--- config.mk ---
export PLATFORM = sky130hd
export DESIGN_NAME = cdb_arbiter
export DESIGN_NICKNAME = d
export VERILOG_FILES = /design/src/rtl/cdb_arbiter.sv
export SDC_FILE = /design/constraint.sdc
export NUM_CORES = 1
export LEC_CHECK = 0
export CORE_AREA = 2 2 186 188
export CTS_BUF_LIST = sky130_fd_sc_hd__clkbuf_8 sky130_fd_sc_hd__clkbuf_16
export DETAILED_ROUTE_END_ITERATION = 12
export DIE_AREA = 0 0 188 190
export PLACE_DENSITY_LB_ADDON = 0.15
export SETUP_SLACK_MARGIN = 0.5
export SLEW_MARGIN = 10
export SYNTH_ARGS = -nofsm -noshare
export SYNTH_HDL_FRONTEND = slang
export SYNTH_SLANG_ARGS = --single-unit
--- constraint.sdc ---
create_clock -name clk -period 13.7 [get_ports clk]
set_clock_uncertainty 0.2 [all_clocks]
set_input_delay 1.37 -clock clk [delete_from_list [all_inputs] [get_ports clk]]
set_output_delay 1.37 -clock clk [all_outputs]
set_load 0.01 [all_outputs]
--- src/rtl/cdb_arbiter.sv ---
// rtl/cdb_arbiter.sv - round-robin common-data-bus arbiter with one holding slot per functional unit
// Result packet type shared by the functional units, the CDB and its consumers.
package cdb_arbiter_pkg;

    typedef struct packed {
        logic [5:0]  phys_rd;
        logic [31:0] phys_rd_val;
        logic [4:0]  rob_index;
        logic        regf_we;
        logic        branch_mismatch;
        logic [31:0] rvfi_pc;
        logic [31:0] rvfi_insn;
    } data_bus_package_t;

endpackage

module cdb_arbiter
    import cdb_arbiter_pkg::*;
#(
    parameter int NUM_FU = 3
) (
    input  logic                      clk,
    input  logic                      rst,
    input  logic                      flush,
    input  logic [NUM_FU-1:0]         fu_valid,
    input  data_bus_package_t         fu_pkt [NUM_FU],
    output logic [NUM_FU-1:0]         fu_ready,
    output logic                      cdb_valid,
    output data_bus_package_t         cdb_pkt,
    output logic [$clog2(NUM_FU)-1:0] cdb_src
);

    localparam int SW = $clog2(NUM_FU);

    logic [NUM_FU-1:0] slot_full;
    data_bus_package_t slot_pkt [NUM_FU];
    logic [SW-1:0]     rr_ptr;

    logic [NUM_FU-1:0] grant;
    logic [SW-1:0]     grant_idx;
    logic              grant_any;
    logic [SW-1:0]     next_ptr;

    // Search from rr_ptr upward, wrapping at NUM_FU; the first full slot wins.
    always_comb begin
        logic [SW:0]   sum;
        logic [SW-1:0] idx;
        grant     = '0;
        grant_idx = '0;
        grant_any = 1'b0;
        sum       = '0;
        idx       = '0;
        for (int k = 0; k < NUM_FU; k++) begin
            sum = {1'b0, rr_ptr} + (SW+1)'(k);
            if (sum >= (SW+1)'(NUM_FU)) begin
                sum = sum - (SW+1)'(NUM_FU);
            end
            idx = sum[SW-1:0];
            if (!grant_any && slot_full[idx]) begin
                grant_any      = 1'b1;
                grant[idx]     = 1'b1;
                grant_idx      = idx;
            end
        end
    end

    assign next_ptr = (grant_idx == SW'(NUM_FU - 1)) ? '0 : grant_idx + SW'(1);

    // A slot being drained this cycle may be refilled at the same edge.
    assign fu_ready = (rst || flush) ? '0 : (~slot_full | grant);

    always_ff @(posedge clk) begin
        if (rst) begin
            slot_full <= '0;
            cdb_valid <= 1'b0;
            rr_ptr    <= '0;
            cdb_src   <= '0;
            cdb_pkt   <= '0;
        end else if (flush) begin
            slot_full <= '0;
            cdb_valid <= 1'b0;
        end else begin
            cdb_valid <= grant_any;
            if (grant_any) begin
                cdb_pkt <= slot_pkt[grant_idx];
                cdb_src <= grant_idx;
                rr_ptr  <= next_ptr;
            end
            for (int i = 0; i < NUM_FU; i++) begin
                if (fu_valid[i] && fu_ready[i]) begin
                    slot_full[i] <= 1'b1;
                    slot_pkt[i]  <= fu_pkt[i];
                end else if (grant[i]) begin
                    slot_full[i] <= 1'b0;
                end
            end
        end
    end

endmodule

Word-level counts from Yosys, hierarchy flattened
Memories as Yosys holds them, arrays and structs flattened. A register that Yosys moved wholly into a read port is not among the register bits.
Cells that the tools add are included.

word-level totals
  memories = 1
  word-level logic and storage cells = 88
  bits in writable memories = 327
  register bits after elaboration = 8
  output and inout bits = 115

cells by class
  bitwise gates (word level) = 5
  muxes and demuxes = 44
  equal/unequal tests = 1
  magnitude comparators = 9
  $add $sub $neg = 6
  reductions and logical operators = 16

memories
  name      depth  width  read ports  clocked after memory_dff  wr ports  RTL line  text
  slot_pkt  3      109    1           1                         3         36        data_bus_package_t slot_pkt [NUM_FU];

operators with widths
  cell                                                                count
  2-to-1 mux 1 bit                                                    27
  2-to-1 mux 2 bit                                                    7
  2-to-1 mux 3 bit                                                    4
  less-than comparator 2 x 3 -> 1 bit (second input constant)         3
  bitwise OR 3 bit                                                    3
  logical AND 1 bit                                                   8
  binary-select mux 1 bit (select 2 bit)                              3
  demux 1 bit (select 2 bit)                                          3
  greater-or-equal comparator 2 x 1 -> 1 bit (second input constant)  3
  greater-or-equal comparator 3 x 2 -> 1 bit (second input constant)  2
  nonzero test 2 bit                                                  3
  subtractor 2 bit (second input constant)                            3
  adder 2 x 1 -> 3 bit (second input constant)                        1
  adder 2 x 2 -> 3 bit (second input constant)                        1
  NOT 3 bit                                                           1
  adder 2 x 1 -> 2 bit (second input constant)                        1
  == test 2 bit (second input constant)                               1
  greater-or-equal comparator 2 bit (second input constant)           1
  zero test 1 bit                                                     2
  AND reduction 2 bit                                                 1
  OR reduction 2 bit                                                  1
  logical OR 1 bit                                                    1
  NOT 1 bit                                                           1

Depth between registers and ports, before layout
Gate-level depths: netlist of the first run.

  depth after elaboration = 18
  mapped depth = 12

Worst setup path before layout of the first run
No wires, ideal clock.

  path type = input port to flip-flop
  from = in rst
  to = mem slot_pkt[0][0] (netlist name) (enable)
  data required time = 12.767 ns
  path buffers = 2
  arrival = 9.892 ns
  path slack = 2.875 ns
  cell stages on the path = 4
  path through = clkbuf_1 > or2_2 > clkbuf_1 > nor3b_1

RTL lines
  element             RTL line  text
  start: declaration  23        input logic rst,
  end: declaration    36

Worst setup path in the final report of the first run
  from = reg rr_ptr[0]
  to = out fu_ready[1]

between the ends
  cells in the longest elaborated chain, start to end = 13
  elaborated cells on any way between the ends = 45
  classes of those cells = add/sub (5); order compare (9); mux (21); bitwise (3); reduce/logical (7)

ends and longest elaborated chain
  element                                                                                  RTL line  text
  start: declaration                                                                       37        logic [SW-1:0] rr_ptr;
  start signal: assignment                                                                 87        rr_ptr <= next_ptr;
  adder 2 x 1 -> 3 bit, or another cell as far along                                       54        sum = {1'b0, rr_ptr} + (SW+1)'(k);
  greater-or-equal comparator 3 x 2 -> 1 bit, or another cell as far along                 55        if (sum >= (SW+1)'(NUM_FU)) begin
  2-to-1 mux 2 bit, or another cell as far along                                           55
  less-than comparator 2 x 3 -> 1 bit (not written as such), or another cell as far along  61        grant[idx] = 1'b1;
  logical AND 1 bit (not written as such), or another cell as far along                    61
  2-to-1 mux 1 bit (not written as such), or another cell as far along                     61
  demux 1 bit (select 2 bit), or another cell as far along                                 61
  bitwise OR 3 bit (no line) / 2-to-1 mux 1 bit (equally long branches)                    --
  2-to-1 mux 3 bit / zero test 1 bit (equally long branches)                               59        if (!grant_any && slot_full[idx]) begin
  bitwise OR 3 bit (no line) / logical AND 1 bit (equally long branches)                   --
  2-to-1 mux 3 bit *                                                                       59
  bitwise OR 3 bit *                                                                       70        assign fu_ready = (rst || flush) ? '0 : (~slot_full | grant);
  2-to-1 mux 3 bit *                                                                       70
  end: declaration                                                                         27        output logic [NUM_FU-1:0] fu_ready,

Mark *: on every way between the ends. The rest lies on a longest branch, timed or not. The select of a mux whose other input is x is not followed.

==> impl_metrics.tcl, run 1 <==
set metrics [dict create \
    core-area_sq_mm 0.0339 \
    synth_cell_type_count 49 \
    synth-edff-count 327 \
    p_leak_uw 0.00779 \
    synth_ff_type "edfxtp_1" \
    cts_tree "done" \
    synth_area_sq_mm 0.0160 \
    setup_viol 0 \
    fp.dieW_um 188 \
    drv_slew 0 \
    fillers 2381 \
    hold_depth 1 \
    critPathMaxFanout 11 \
    powerDensity_mw_per_mm2 147 \
    worst_pin_slew_ns 0.980 \
    synth.avg_cell_area_sq_um 16.9 \
    grt_pass1_wl_um 64200 \
    post-route-min-period_ns 4.96 \
    first_global_vias 10494 \
    design_area_sq_mm 0.0223 \
    dr.pass1.iters 7 \
    yosys-top-cells-area "edfxtp_1 (61%), dfxtp_1 (15%), a221oi_2 (3.8%), a211oi_2 (3.1%), a221o_1 (2.9%)" \
    cts_hold_buf 0 \
    grt_overflow 0 \
    final_nets 1728 \
    synth_top_cell_area_share_pct 61.3 \
    ys_seq_elements 444 \
    yosysWarnings 0 \
    cts_sinks 444 \
    htreeDepth 2 \
    rsz0062_at_grt "false" \
    slew_headroom_pct 34.5 \
    cp-end-kind "primary output" \
    place_area_sq_mm 0.0208 \
    ff2ff_path_depth 9 \
    vias 10305 \
    ant_nets 0 \
    holdWs_ns 0.265 \
    drc_errors 0 \
    hp-class "reg2reg" \
    status "complete, no violations" \
    clk_path_buf_depth 3 \
    most-common-layout-cells "clkdlybuf4s50_1 (446), edfxtp_1 (327), dfxtp_1 (117)" \
    route.detailed.wl_per_inst_um 23.2 \
    dp_hpwl_um 27900 \
    final_common_cell "clkdlybuf4s50_1" \
    cts_root_buf "clkbuf_16" \
    layout-drive-gt1-share_pct 12.7 \
    required_ns 12.13 \
    dieArea_sq_mm 0.0357 \
    postCtsSetupBuffers 0 \
    area_growth_pct 39.5 \
    cts_buffers 46 \
    worst-setup-path-type "reg2out" \
    start_util_pct 47.2 \
    cap_violations 0 \
    ys_async_sr_fraction_pct 0 \
    yosysSeqAreaShare_pct 75.9 \
    clk_pin_slew_worst_paths_ns 0.06 \
    syn_inst 948 \
    place_congestion 0.817 \
    critPathArrivalTime_ns 3.39 \
    numPortBuffers 447 \
    die_y_um 190 \
    grt_max_degree 69 \
    max_freq_ghz 0.202 \
    crit_path_start_kind "register" \
    grt_use_total_pct 23.9 \
    vias_per_cell 5.46 \
    synth_top_area_cell "edfxtp_1" \
    num_rows 68 \
    tns_ns 0 \
    hold_viol_final 0 \
    clk_latency_ns 0.54 \
    antenna_found_initial 3 \
    drt-total-wl_um 43700 \
    ctsResizeCount 0 \
    post-route-period-util_pct 36.2 \
    syn_nets 1285 \
    ios 448 \
    drt_iter0_markers 738 \
    vdd_drop_max_mv 0.105 \
]
worst paths after layout:
kind / start / to / slack (ns)
worst max-delay path: rr_ptr[0]$_SDFFE_PP0P_ / fu_ready[1] / 8.74
worst min-delay path: slot_pkt[1][18]$_DFFE_PP_ / cdb_pkt[18]$_SDFFE_PP0P_ / 0.27
worst min register to register: slot_pkt[1][18]$_DFFE_PP_ / cdb_pkt[18]$_SDFFE_PP0P_ / 0.27
worst max register to register: rr_ptr[1]$_SDFFE_PP0P_ / cdb_pkt[63]$_SDFFE_PP0P_ / 9.72
per-layer routing:
| metal | vias up | GRT usage [%] | wire (um) |
|---|---|---|---|
| met5 | - | 0 | 13 |
| met2 | 507 | 38.9 | 20800 |
| li1 | 4657 | - | - |
| met3 | 84 | 7.32 | 4160 |
| met1 | 5055 | 30.5 | 17500 |
| met4 | 2 | 8.18 | 1300 |
power breakdown:
group | internal [uW] | total, uW | switching, uW
clock network | 745 | 1240 | 496
logic | 238 | 474 | 236
registers | 1520 | 1560 | 36.9
registers in the layout, summed over array words and instances, names as in the netlist:
name	count
slot_pkt	327
slot_full	3
cdb_pkt	109
rr_ptr	2
cdb_src	2
cdb_valid	1
per-stage QoR:
stage                     util (%)  setup slack (ns)  total power [uW]  instances
after floorplan                  -              2.87              1820        948
after global placement        61.3              9.03              2060       1798
after detailed placement      61.3              9.02              2070       1798
after CTS                     65.8              8.71              3310       1884
after global routing          65.8              8.57              3390       1886
final                         65.8              8.74              3280       1887
cell families (layout without fill, tap and decap cells):
kind of cell | Yosys count | after routing | share of synthesized area [%]
other cells | 0 | 3 | 0
flops | 444 | 444 | 75.9
simple gates | 178 | 178 | 4.69
compound gates | 244 | 244 | 15.9
fa+ha+maj | 4 | 4 | 0.312
mux | 4 | 4 | 0.297
buf+inv | 74 | 555 | 2.91
cell type report:
class,count,area (sq um),area share [%]
clock inverters,32,238,1.06
diodes,3,7.51,0.0336
flip-flops and latches,444,12200,54.4
multi-input cells,430,3460,15.5
repair buffers,462,4580,20.5
inverters,7,26.3,0.118
clock buffers,54,1290,5.80
well taps,455,569,2.55
cells in the mapped netlist (all sizes together) (4+ instances only):
cell type	count
nand2	74
a221oi	67
nor2	78
a211oi	67
dfxtp	117
ha	4
buf	37
a22o	45
inv	7
a221o	46
o21ai	7
nor2b	7
clkbuf	30
nand2b	5
edfxtp	327
critical path: stages (launching register included):
cell             delay, ns
dfxtp_1               0.38
inv_1                 0.08
ha_1                  0.49
nor2b_1               0.13
a32oi_1               0.17
o32ai_1               0.14
a22o_1                0.27
a221oi_1              0.62
nor2_1                0.08
clkdlybuf4s50_1       0.50
Power figures use the tool's default switching activity.
==> run 2, diff against run 1 <==
- clock period: 13.7 -> 4.7 ns (I/O delays scaled with it)
==> impl_metrics.tcl, run 2 (synthesis gave the netlist of run 1 again) <==
set metrics [dict create \
    status "complete, no violations" \
    place_area_sq_mm 0.0209 \
    setup_viol 0 \
    rsz0062_at_grt "false" \
    hold_viol_final 0 \
    critPathMaxFanout 11 \
    fin_cells 1884 \
    ant_nets 0 \
    num_rows 68 \
    worst_hold_path.endpoint "cdb_src[1]$_SDFFE_PP0P_" \
    utilization_pct 65.7 \
    first_global_vias 10661 \
    cap_violations 0 \
    multi_input_area_sq_mm 0.00352 \
    area_growth_pct 39.3 \
    reg_top3 "slot_pkt (327), cdb_pkt (109), slot_full (3)" \
    drc_errors 0 \
    path_cells "inv_1 -> ha_4 -> nor2b_4 -> a32oi_1 -> o32ai_2 -> a22o_1 -> a221oi_1 -> nor2_1 -> clkdlybuf4s50_1" \
    power_frac_comb_pct 15.1 \
    cp-end-kind "primary output" \
    dieArea_sq_mm 0.0357 \
    start_util_pct 47.2 \
    hold_start "rst" \
    clockPowerShare_pct 36.2 \
    r2r_end "cdb_pkt[104]$_SDFFE_PP0P_" \
    cts_hold_buf 0 \
    worst-setup-path-type "reg2out" \
    most-common-layout-cells "clkdlybuf4s50_1 (446), edfxtp_1 (327), dfxtp_1 (115)" \
    regArea_sq_mm 0.0122 \
    post-route-period-util_pct 83.1 \
    worst_pin_slew_ns 1.11 \
    slew_headroom_pct 26.0 \
    dp.cells 1800 \
    grt_use_total_pct 24.2 \
    slowest_delay_ns 0.61 \
    post-route-min-period_ns 3.91 \
    drt-total-wl_um 44000 \
    grt_max_degree 71 \
    switching_share_pct 23.9 \
    place_congestion 0.832 \
    design_area_sq_mm 0.0223 \
    cts_root_buf "clkbuf_16" \
    timing.rr.start "rr_ptr[1]$_SDFFE_PP0P_" \
    clk_pin_slew_worst_paths_ns 0.06 \
    switchingPower_uw 2230 \
    grt_pass1_wl_um 65100 \
    final_nets 1729 \
    cpMaxStageDelayCell "a221oi_1" \
    reg2reg_slack_ns 0.96 \
    required_ns 4.03 \
    drv_slew 0 \
    clk_path_buf_depth 3 \
    cts_buffers 45 \
    vdd_drop_max_mv 0.325 \
    drt_iter0_markers 560 \
    clk_latency_ns 0.53 \
    critPathBufInv 2 \
    route.detailed.wl_per_inst_um 23.4 \
    finalPower_uw 9340 \
    grt_overflow 0 \
    vias_per_cell 5.49 \
    cts_sinks 444 \
    cp_top_family "compound AO/OA/AOI/OAI gates" \
    regMostFlops "slot_pkt" \
    internal_power_uw 7110 \
    ff2ff_path_depth 9 \
    pwr-share-seq_pct 48.8 \
    antenna_found_initial 9 \
    holdWs_ns 0.246 \
    htreeDepth 2 \
    critPathArrivalTime_ns 3.24 \
    p_leak_uw 0.00776 \
    dr.pass1.iters 5 \
    numPortBuffers 447 \
    dp_hpwl_um 28600 \
    max_freq_ghz 0.256 \
    largest_reg_flops 327 \
    die_y_um 190 \
    hp-class "in2reg" \
    layout-drive-gt1-share_pct 13.3 \
    final_common_cell "clkdlybuf4s50_1" \
    vias 10338 \
    fillers 2388 \
    crit_path_start_kind "register" \
    ios 448 \
    cts_tree "done" \
    fp.dieW_um 188 \
    core-area_sq_mm 0.0339 \
    hold_depth 2 \
    ctsResizeCount 0 \
    powerDensity_mw_per_mm2 418 \
    postCtsSetupBuffers 0 \
]
==> run 2: final cells by class <==
| type | count | share of cell area [%] |
|---|---|---|
| clock buffer | 53 | 5.64 |
| timing repair buffer | 464 | 20.7 |
| tap | 455 | 2.55 |
| multi-input combinational | 430 | 15.8 |
| antenna | 2 | 0.0224 |
| inverter | 7 | 0.118 |
| sequential | 444 | 54.5 |
| clock inverter | 29 | 0.684 |
==> run 2: worst max-delay path by stage <==
| stage | start | endpoint | slack (ns) | cells past startpoint |
|---|---|---|---|---|
| floorplan | rr_ptr[1]$_SDFFE_PP0P_ | slot_pkt[0][0]$_DFFE_PP_ | -0.1 | 9 |
| global placement | rr_ptr[1]$_SDFFE_PP0P_ | cdb_pkt[52]$_SDFFE_PP0P_ | 1.15 | 9 |
| detailed placement | rr_ptr[1]$_SDFFE_PP0P_ | cdb_pkt[104]$_SDFFE_PP0P_ | 1.02 | 9 |
| CTS | rr_ptr[0]$_SDFFE_PP0P_ | fu_ready[1] | 0.77 | 9 |
| global route | rr_ptr[0]$_SDFFE_PP0P_ | fu_ready[1] | 0.68 | 9 |
| finish | rr_ptr[0]$_SDFFE_PP0P_ | fu_ready[1] | 0.79 | 9 |
==> run 2: metrics by stage <==
step	TNS, ns	setup slack (ns)
2_1_floorplan	-10.68	-0.0980
3_5_place_dp	0	1.02
3_3_place_gp	0	1.15
5_1_grt	0	0.680
6_report	0	0.794
4_1_cts	0	0.772
==> run 2: power groups by stage <==
| stage | sequential (uW) | clock (uW) | combinational (uW) |
|---|---|---|---|
| floorplan | 4670 | 0 | 645 |
| global placement | 4630 | 0 | 1390 |
| detailed placement | 4630 | 0 | 1420 |
| CTS | 4550 | 3440 | 1420 |
| global route | 4570 | 3580 | 1510 |
| finish | 4550 | 3380 | 1410 |
==> run 2: per-layer routing <==
layer	part of all wire [%]	vias to the layer above	GRT usage, %	wire, um
li1	-	4655	-	-
met1	40	5125	30.5	17500
met2	49	463	40.5	21400
met3	9.4	81	7.91	4130
met4	2.2	14	6.21	949
met5	0.22	-	0	98
==> run 3, diff against run 2 <==
- clock period: 4.7 -> 3.9 ns (I/O delays scaled with it)
==> impl_metrics.tcl, run 3 (synthesis gave the netlist of run 1 again) <==
set metrics [dict create \
    num_rows 68 \
    status "complete, no violations" \
    largest_reg_flops 327 \
    p_leak_uw 0.00784 \
    setup_viol 0 \
    ios 448 \
    start_util_pct 47.2 \
    grt_pass1_wl_um 64700 \
    core-area_sq_mm 0.0339 \
    most-common-layout-cells "clkdlybuf4s50_1 (444), edfxtp_1 (327), dfxtp_1 (115)" \
    powerDensity_mw_per_mm2 503 \
    place_area_sq_mm 0.0210 \
    r2r_end "slot_pkt[1][29]$_DFFE_PP_" \
    tns_ns 0 \
    dp_hpwl_um 28100 \
    critPathLaunch "rr_ptr[0]$_SDFFE_PP0P_" \
    place_congestion 0.875 \
    cp-endpoint "fu_ready[0]" \
    timing.rr.start "rr_ptr[0]$_SDFFE_PP0P_" \
    grt_max_degree 97 \
    slew_headroom_pct 34.0 \
    vias_per_cell 5.40 \
    reg_top3 "slot_pkt (327), cdb_pkt (109), slot_full (3)" \
    pre_cts_ws_ns 0.727 \
    clk_path_buf_depth 3 \
    numPortBuffers 447 \
    m1WireLength_um 18100 \
    worst-setup-path-type "reg2out" \
    holdWs_ns 0.0168 \
    dr.pass1.iters 5 \
    drt_iter0_markers 685 \
    max_freq_ghz 0.298 \
    worst_pin_slew_ns 0.990 \
    critPathMaxFanout 10 \
    reg2reg_slack_ns 0.62 \
    timing.final.ws_setup_ns 0.548 \
    cap_violations 0 \
    htreeDepth 2 \
    cts_sinks 444 \
    wl_met2_um 21400 \
    cp-end-kind "primary output" \
    grt_use_total_pct 24.0 \
    clk_latency_ns 0.54 \
    final_common_cell "clkdlybuf4s50_1" \
    rsz0062_at_grt "true" \
    ant_nets 0 \
    ff2ff_path_depth 9 \
    die_y_um 190 \
    cts_tree "done" \
    drt-total-wl_um 44000 \
    route.detailed.wl_per_inst_um 23.2 \
    dp.cells 1804 \
    routed.top_layer "met5" \
    hp-class "in2reg" \
    final_nets 1736 \
    drc_errors 0 \
    clk_pin_slew_worst_paths_ns 0.06 \
    regMostFlops "slot_pkt" \
    vdd_drop_max_mv 0.371 \
    vias 10221 \
    cts_buffers 45 \
    design_area_sq_mm 0.0224 \
    required_ns 3.31 \
    first_global_vias 10512 \
    drv_slew 0 \
    cts_root_buf "clkbuf_16" \
    area_growth_pct 40.1 \
    post-route-period-util_pct 86.0 \
    cts_hold_buf 0 \
    crit_path_start_kind "register" \
    critPathArrivalTime_ns 2.76 \
    layout-drive-gt1-share_pct 13.9 \
    antenna_found_initial 3 \
    hold_viol_final 0 \
    fp.dieW_um 188 \
    post-route-min-period_ns 3.35 \
    grt_overflow 0 \
    dieArea_sq_mm 0.0357 \
    fin_cells 1893 \
    route.met3.wl_um 3680 \
]
## run 3: cell count changes in the layout (fill, tap and decap cells not counted), moves of 2 or more
cell             change
clkdlybuf4s50_1      -2
inv_1                +3
buf_12               +3
clkinv_1             -2
buf_4                +4
clkinv_2             +2
## run 3: layout make-up
cell class	count	area (sq um)
sequential	444	12200
fill	2351	11500
timing repair buffer	471	4720
multi-input combinational	430	3550
clock buffer	52	1240
tap	455	569
clock inverter	32	166
inverter	7	26.3
antenna	2	5.00
## run 3: timing repair
action                                  CTS  global route
resized for setup                         5             1
endpoints found under the setup margin    3             3
hold endpoints to repair                  0             0
pin swaps                                 1             2
setup buffers                             1             2
## run 3: per-layer routing
metal	up-vias	global-route usage, %
li1	4674	-
met1	5042	31.8
met2	443	39.8
met3	60	5.90
met4	2	6.09
met5	-	0
## run 3: power by group
group	switching, uW	internal (uW)	total, uW
combinational	851	879	1730
sequential	128	5350	5480
clock	1740	2340	4080
## run 3: worst min path at each step
| stage | startpoint | endpoint | cells past startpoint |
|---|---|---|---|
| final | rst | cdb_pkt[102]$_SDFFE_PP0P_ | 2 |
| after CTS | rst | cdb_pkt[102]$_SDFFE_PP0P_ | 2 |
| after global routing | rst | cdb_pkt[104]$_SDFFE_PP0P_ | 2 |
| after global placement | cdb_src[1]$_SDFFE_PP0P_ | cdb_src[1]$_SDFFE_PP0P_ | 2 |
| after floorplan | slot_pkt[0][103]$_DFFE_PP_ | cdb_pkt[103]$_SDFFE_PP0P_ | 1 |
| after detailed placement | cdb_src[1]$_SDFFE_PP0P_ | cdb_src[1]$_SDFFE_PP0P_ | 2 |
## run 3: critical path, stage by stage (launching register included)
cell and delay, ns:
dfxtp_2 0.37, inv_1 0.09, ha_4 0.29, nand2b_1 0.18
o32ai_2 0.31, a221o_1 0.22, o21ai_2 0.09, nor2_1 0.12
clkdlybuf4s50_1 0.56
## run 3: per-stage QoR
stage	power (uW)	utilization (%)
after floorplan	6410	-
after global placement	7270	61.8
after detailed placement	7300	61.8
after CTS	11400	66.0
after global routing	11700	66.1
final	11300	66.1
